File: config.mk
export PLATFORM = sky130hd
export DESIGN_NAME = axi_master_wr_burst
export DESIGN_NICKNAME = d
export VERILOG_FILES = /design/src/rtl/axi_pkg.sv /design/src/rtl/axi_burst_len_calc.sv /design/src/rtl/axi_master_wr_burst.sv
export SDC_FILE = /design/constraint.sdc
export NUM_CORES = 1
export LEC_CHECK = 0
export ABC_AREA = 1
export CORE_ASPECT_RATIO = 1.1
export CORE_MARGIN = 4
export CORE_UTILIZATION = 44
export DETAILED_ROUTE_END_ITERATION = 7
export PLACE_DENSITY = 0.83
export SLEW_MARGIN = 10
export SYNTH_ARGS = -nofsm -noshare
export SYNTH_HDL_FRONTEND = slang
export SYNTH_SLANG_ARGS = --single-unit
export TNS_END_PERCENT = 20
File: constraint.sdc
create_clock -name clk -period 5.1 [get_ports clk]
set_input_delay 0.51 -clock clk [delete_from_list [all_inputs] [get_ports clk]]
set_output_delay 0.51 -clock clk [all_outputs]
set_load 0.01 [all_outputs]
File: src/rtl/axi_pkg.sv
// Shared definitions for the AXI4 burst write master: FSM encoding, AXI constants
// and the transfer-size helper.
package axi_pkg;

  typedef logic [2:0] state_t;

  localparam state_t StIdle = 3'd0;
  localparam state_t StAddr = 3'd1;
  localparam state_t StData = 3'd2;
  localparam state_t StResp = 3'd3;
  localparam state_t StFin  = 3'd4;

  localparam logic [1:0] BURST_INCR = 2'b01;
  localparam logic [1:0] RESP_OKAY  = 2'b00;

  localparam int unsigned BOUNDARY_4K = 4096;

  // AxSIZE encoding for a full-width beat; only 32 and 64 bit buses are supported.
  function automatic logic [2:0] axi_size(input int unsigned dw);
    return (dw == 64) ? 3'd3 : 3'd2;
  endfunction

endpackage

File: src/rtl/axi_burst_len_calc.sv
// Beat count of the next INCR burst: the smallest of the burst cap, the beats still
// owed and the beats left before the next 4 KB boundary.
module axi_burst_len_calc
  import axi_pkg::*;
#(
  parameter int unsigned DW        = 32,
  parameter int unsigned BURST_LEN = 16,
  parameter int unsigned CNT_W     = 16
) (
  input  logic [11:0]      addr_lo,
  input  logic [CNT_W-1:0] remaining,
  output logic [8:0]       len
);

  localparam int unsigned BeatShift = $clog2(DW / 8);

  logic [12:0] bytes_to_bound;
  logic [31:0] beats_to_bound;
  logic [31:0] len_w;

  always_comb begin
    bytes_to_bound = 13'(BOUNDARY_4K) - {1'b0, addr_lo};
    beats_to_bound = 32'(bytes_to_bound >> BeatShift);
    len_w          = 32'(BURST_LEN);
    if (32'(remaining) < len_w) begin
      len_w = 32'(remaining);
    end
    if (beats_to_bound < len_w) begin
      len_w = beats_to_bound;
    end
    len = 9'(len_w);
  end

endmodule

File: src/rtl/axi_master_wr_burst.sv
// AXI4 write master draining a FIFO into memory as 4 KB-safe INCR bursts, one burst
// outstanding. Optional B-channel watchdog: define AXI_MASTER_WR_TIMEOUT_EN.
module axi_master_wr_burst
  import axi_pkg::*;
#(
  parameter int unsigned DW        = 32,
  parameter int unsigned ADDR_W    = 32,
  parameter int unsigned BURST_LEN = 16,
  parameter int unsigned CNT_W     = 16,
  parameter int unsigned TIMEOUT   = 1024
) (
  input  logic              clk,
  input  logic              reset_n,
  input  logic              start,
  input  logic [ADDR_W-1:0] cfg_addr,
  input  logic [CNT_W-1:0]  cfg_beats,
  output logic              busy,
  output logic              done,
  output logic              err,
  input  logic              src_vld,
  input  logic [DW-1:0]     src_data,
  output logic              src_rdy,
  output logic [ADDR_W-1:0] awaddr,
  output logic [7:0]        awlen,
  output logic [2:0]        awsize,
  output logic [1:0]        awburst,
  output logic              awvalid,
  input  logic              awready,
  output logic [DW-1:0]     wdata,
  output logic [DW/8-1:0]   wstrb,
  output logic              wlast,
  output logic              wvalid,
  input  logic              wready,
  input  logic [1:0]        bresp,
  input  logic              bvalid,
  output logic              bready
);

  localparam int unsigned BeatShift = $clog2(DW / 8);

  if (TIMEOUT == 0 || !(DW == 32 || DW == 64) || BURST_LEN == 0 || BURST_LEN > 256)
  begin : g_param_check
    $error("axi_master_wr_burst: unsupported parameter combination");
  end

  state_t            state_q, state_d;
  logic [ADDR_W-1:0] cur_addr_q, cur_addr_d;
  logic [CNT_W-1:0]  remaining_q, remaining_d;
  logic [7:0]        beat_cnt_q, beat_cnt_d;
  logic              err_q, err_d;
  logic [8:0]        len;
  logic              last_beat;
  logic              w_fire;
  logic              resp_timeout;

  // cur_addr/remaining only move after the last beat, so len stays stable for a burst.
  axi_burst_len_calc #(
    .DW       (DW),
    .BURST_LEN(BURST_LEN),
    .CNT_W    (CNT_W)
  ) u_len_calc (
    .addr_lo  (cur_addr_q[11:0]),
    .remaining(remaining_q),
    .len      (len)
  );

  assign awaddr  = cur_addr_q;
  assign awlen   = 8'(len - 9'd1);
  assign awsize  = axi_size(DW);
  assign awburst = BURST_INCR;
  assign awvalid = (state_q == StAddr);

  assign wdata     = src_data;
  assign wstrb     = '1;
  assign wvalid    = (state_q == StData) & src_vld;
  assign src_rdy   = (state_q == StData) & wready;
  assign last_beat = ({1'b0, beat_cnt_q} == (len - 9'd1));
  assign wlast     = (state_q == StData) & last_beat;
  assign w_fire    = wvalid & wready;

  assign bready = (state_q == StResp);
  assign done   = (state_q == StFin);
  assign busy   = (state_q == StAddr) | (state_q == StData) | (state_q == StResp);
  assign err    = err_q;

`ifdef AXI_MASTER_WR_TIMEOUT_EN
  localparam int unsigned ToW = $clog2(TIMEOUT + 1);

  logic [ToW-1:0] to_cnt_q, to_cnt_d;

  assign resp_timeout = (state_q == StResp) & ~bvalid & (to_cnt_q == ToW'(TIMEOUT - 1));

  // Held at zero outside RESP so every response wait starts a fresh count.
  always_comb begin
    to_cnt_d = '0;
    if (state_q == StResp && !bvalid) begin
      to_cnt_d = to_cnt_q + ToW'(1);
    end
  end

  always_ff @(posedge clk or negedge reset_n) begin
    if (!reset_n) begin
      to_cnt_q <= '0;
    end else begin
      to_cnt_q <= to_cnt_d;
    end
  end
`else
  assign resp_timeout = 1'b0;
`endif

  always_comb begin
    state_d     = state_q;
    cur_addr_d  = cur_addr_q;
    remaining_d = remaining_q;
    beat_cnt_d  = beat_cnt_q;
    err_d       = err_q;
    case (state_q)
      StIdle: begin
        if (start) begin
          cur_addr_d  = cfg_addr;
          remaining_d = cfg_beats;
          err_d       = 1'b0;
          state_d     = (cfg_beats == '0) ? StFin : StAddr;
        end
      end
      StAddr: begin
        if (awready) begin
          beat_cnt_d = '0;
          state_d    = StData;
        end
      end
      StData: begin
        if (w_fire) begin
          if (last_beat) begin
            remaining_d = remaining_q - CNT_W'(len);
            cur_addr_d  = cur_addr_q + (ADDR_W'(len) << BeatShift);
            beat_cnt_d  = '0;
            state_d     = StResp;
          end else begin
            beat_cnt_d = beat_cnt_q + 8'd1;
          end
        end
      end
      StResp: begin
        // An error response is recorded but the remaining bursts still go out.
        if (bvalid) begin
          if (bresp != RESP_OKAY) begin
            err_d = 1'b1;
          end
          state_d = (remaining_q != '0) ? StAddr : StFin;
        end else if (resp_timeout) begin
          err_d   = 1'b1;
          state_d = StFin;
        end
      end
      StFin:   state_d = StIdle;
      default: state_d = StIdle;
    endcase
  end

  always_ff @(posedge clk or negedge reset_n) begin
    if (!reset_n) begin
      state_q     <= StIdle;
      cur_addr_q  <= '0;
      remaining_q <= '0;
      beat_cnt_q  <= '0;
      err_q       <= 1'b0;
    end else begin
      state_q     <= state_d;
      cur_addr_q  <= cur_addr_d;
      remaining_q <= remaining_d;
      beat_cnt_q  <= beat_cnt_d;
      err_q       <= err_d;
    end
  end

endmodule

==> impl_metrics.tcl <==
set metrics [dict create \
    crit_path_top_delay_cell "sky130_fd_sc_hd__dfrtp_1" \
    ant_nets 0 \
    setup_ws_ns -0.198 \
    slew_violations 0 \
    power.clock.fraction 0.091 \
    hold_viol_final 0 \
    postSynth.asyncResetShare 1.00 \
    global_route.usage.total 0.224 \
    dp.cells 1264 \
    sequential_cell_area_mm2 0.00150 \
    worst-slew-pin-transition_ns 0.941 \
    overflow 0 \
    synth_most_common_cell "sky130_fd_sc_hd__nand2_1" \
    ys_dominant_reg_cell "sky130_fd_sc_hd__dfrtp_1" \
    post_synth_num_cell_types 48 \
    initial_core_util 0.456 \
    number_of_i_o_port_buffers 104 \
    numClockSinks 60 \
    crit_arrival_ns 5.58 \
    worst_path_most_repeated_cell "sky130_fd_sc_hd__nand2_1" \
    drc 0 \
    switching_power_uw 3460 \
    route.final.wire_length_um 20400 \
    power_frac_seq 0.141 \
    setup.worst_path.end_class "flop" \
    detail_route.wl_per_cell_um 15.4 \
    drv_cap 0 \
    final_cells 1320 \
    grt_first_pass_wirelength_um 29700 \
    synth.cells.most_frequent "sky130_fd_sc_hd__nand2_1 (342), sky130_fd_sc_hd__nand3_1 (120), sky130_fd_sc_hd__inv_1 (102), sky130_fd_sc_hd__nor2_1 (70), sky130_fd_sc_hd__dfrtp_1 (60)" \
    placeableCoreArea_mm2 0.0134 \
    tritoncts_clock_tree "yes" \
    syn_area_per_cell_um2 6.27 \
    floorplan.die_area_mm2 0.0158 \
    drt_first_iter_violations 574 \
    postLayoutCellArea_mm2 0.00847 \
    required_ns 5.38 \
    vias_in_the_first_global_route 6512 \
    hold_class "input pin to async pin" \
    cp-start-kind "flop" \
    worstPathMaxFanout 7 \
    power.static_leakage_uw 0.00429 \
    largest_net_degree_at_the_start_of_global_routing 61 \
    postSynthCellCount 974 \
    p_per_area_mw_per_mm2 804 \
    antenna_found_initial 0 \
    cts-htree-levels 3 \
    fmax_mhz 189 \
    postSynthRegisterBits 60 \
    share_of_cells_above_drive_strength_1 0.196 \
    netlist_area_mm2 0.00611 \
    ys_seq_area_frac 0.246 \
    pre_antenna_drt_iters 6 \
    clkTransAtPathRegs_ns 0.06 \
    cts_buffers 9 \
    multiInputGateArea_mm2 0.00421 \
    fillers 1141 \
    synth-edff-count 0 \
    comb_power_share 0.768 \
    fin_util 0.633 \
    n_antenna_cell 0 \
    synth_area_leader_cell "sky130_fd_sc_hd__dfrtp_1" \
    detailroute.via_count 7076 \
    run_status "complete, but fails checks" \
    ir_drop_mv 0.371 \
    worst_skew_pair.late_latency_ns 0.34 \
    fin_crit_sh 1.04 \
    post-route-min-period_ns 5.30 \
    cp_slowest_stage_delay_ns 0.44 \
    synth_warnings 0 \
    viasPerCell 5.36 \
    finalSetupViolations 13 \
    routabilityCongestion 0.890 \
    final_nets 1249 \
    worst_slew_margin_rel 0.371 \
    synthToLayoutAreaGrowth_pct 38.7 \
    placement.cell_area_mm2 0.00738 \
    ioPinCount 178 \
    std_cell_rows 44 \
    post_synth_main_area_contributors "sky130_fd_sc_hd__dfrtp_1 (25%), sky130_fd_sc_hd__nand2_1 (21%), sky130_fd_sc_hd__nand3_1 (9.8%)" \
    timing.clock.skew_ns 0.00883 \
    failed_checks "setup timing" \
    p_sw_frac 0.508 \
    clock_tree.root_cell "sky130_fd_sc_hd__clkbuf_16" \
    clockBufferDepth 2 \
    place_hpwl_um 13300 \
    area_share_of_the_largest_cell_type_after_synthesis 0.246 \
    die_h_um 132 \
    die-width_um 120 \
    finalSetupTns_ns -0.939 \
    critical_path_class "flop to flop" \
    post_cts_hold_buffer_count 0 \
    grt_setup_unrepaired "true" \
    cellInternalPower_uw 3350 \
]
metal layers:
layer | part of all wire | global-route usage
met1 | 0.41 | 0.284
met3 | 0.068 | 0.0473
met5 | 0 | 0
met4 | 0.036 | 0.0913
met2 | 0.49 | 0.371
logic make-up after synthesis:
logic type / Yosys count / synth area share
AOI/OAI and AO/OA: 82 / 0.0785
and+or+nand+nor: 600 / 0.430
other: 2 / 0.00123
xor gates and xnor gates: 25 / 0.0381
DFF: 60 / 0.246
buffers and inverters: 177 / 0.147
adders and majority gates: 28 / 0.0598
registers in the layout (all words and copies together) (netlist names):
signal       cells
err              1
remaining_q     16
state_q          3
beat_cnt_q       8
awaddr          32
layout make-up:
| cell class | instances | share of cell area |
|---|---|---|
| clock buffer | 10 | 0.0282 |
| clock inverter | 5 | 0.00621 |
| inverter | 107 | 0.0477 |
| multi-input combinational | 751 | 0.498 |
| sequential | 60 | 0.177 |
| tap | 184 | 0.0272 |
| timing repair buffer | 203 | 0.216 |
power groups by stage:
stage,Sequential [µW],Clock [µW],Combinational [µW]
2_1_floorplan,929,0,2720
3_3_place_gp,922,0,4160
3_5_place_dp,925,0,4250
4_1_cts,928,620,4500
5_1_grt,988,643,5740
6_report,964,618,5230
metrics by stage:
| step | worst slack [ns] | hold slack (ns) | total power (µW) |
|---|---|---|---|
| 2_1_floorplan | -0.00328 | 0.214 | 3650 |
| 3_3_place_gp | -0.186 | 0.477 | 5090 |
| 3_5_place_dp | -0.347 | 0.493 | 5170 |
| 4_1_cts | -0.0369 | 0.390 | 6050 |
| 5_1_grt | -0.474 | 0.411 | 7380 |
| 6_report | -0.198 | 0.328 | 6810 |
placed cells by master, fill, tap and decap left out, types with 17 or more instances in the layout:
cell type / synthesis / routed
sky130_fd_sc_hd__a21oi_1: 26 / 23
sky130_fd_sc_hd__buf_4: 43 / 91
sky130_fd_sc_hd__clkdlybuf4s50_1: 0 / 98
sky130_fd_sc_hd__dfrtp_1: 60 / 60
sky130_fd_sc_hd__inv_1: 102 / 93
sky130_fd_sc_hd__nand2_1: 342 / 328
sky130_fd_sc_hd__nand3_1: 120 / 109
sky130_fd_sc_hd__nand4_1: 18 / 18
sky130_fd_sc_hd__nor2_1: 70 / 63
sky130_fd_sc_hd__o21ai_0: 32 / 28
sky130_fd_sc_hd__xor2_1: 19 / 17
final timing paths:
path	startpoint	endpoint	slack, ns	cells after the start
max reg2reg	awaddr[2]	awaddr[28]	-0.20	33
min in group clk	err	err	0.51	2
max	awaddr[2]	awaddr[28]	-0.20	33
min reg2reg	err	err	0.51	2
max in group asynchronous	reset_n	awaddr[9]	4.20	2
min	reset_n	beat_cnt_q[5]	0.33	2
timing repair:
action,4_1_cts,5_1_grt
gates resized for setup,26,79
buffers inserted,18,22
setup endpoints to repair,49,60
gates cloned,0,1
pin swaps,13,48
critical path: cells and delay by family (launching register included):
| kind | cells | cell delay [ns] |
|---|---|---|
| compound gates | 5 | 0.77 |
| xor+xnor | 2 | 0.29 |
| fa+ha+maj | 2 | 0.39 |
| buf+inv | 6 | 0.71 |
| flops | 1 | 0.44 |
| simple gates | 18 | 2.61 |
Power figures use the tool's default switching activity.
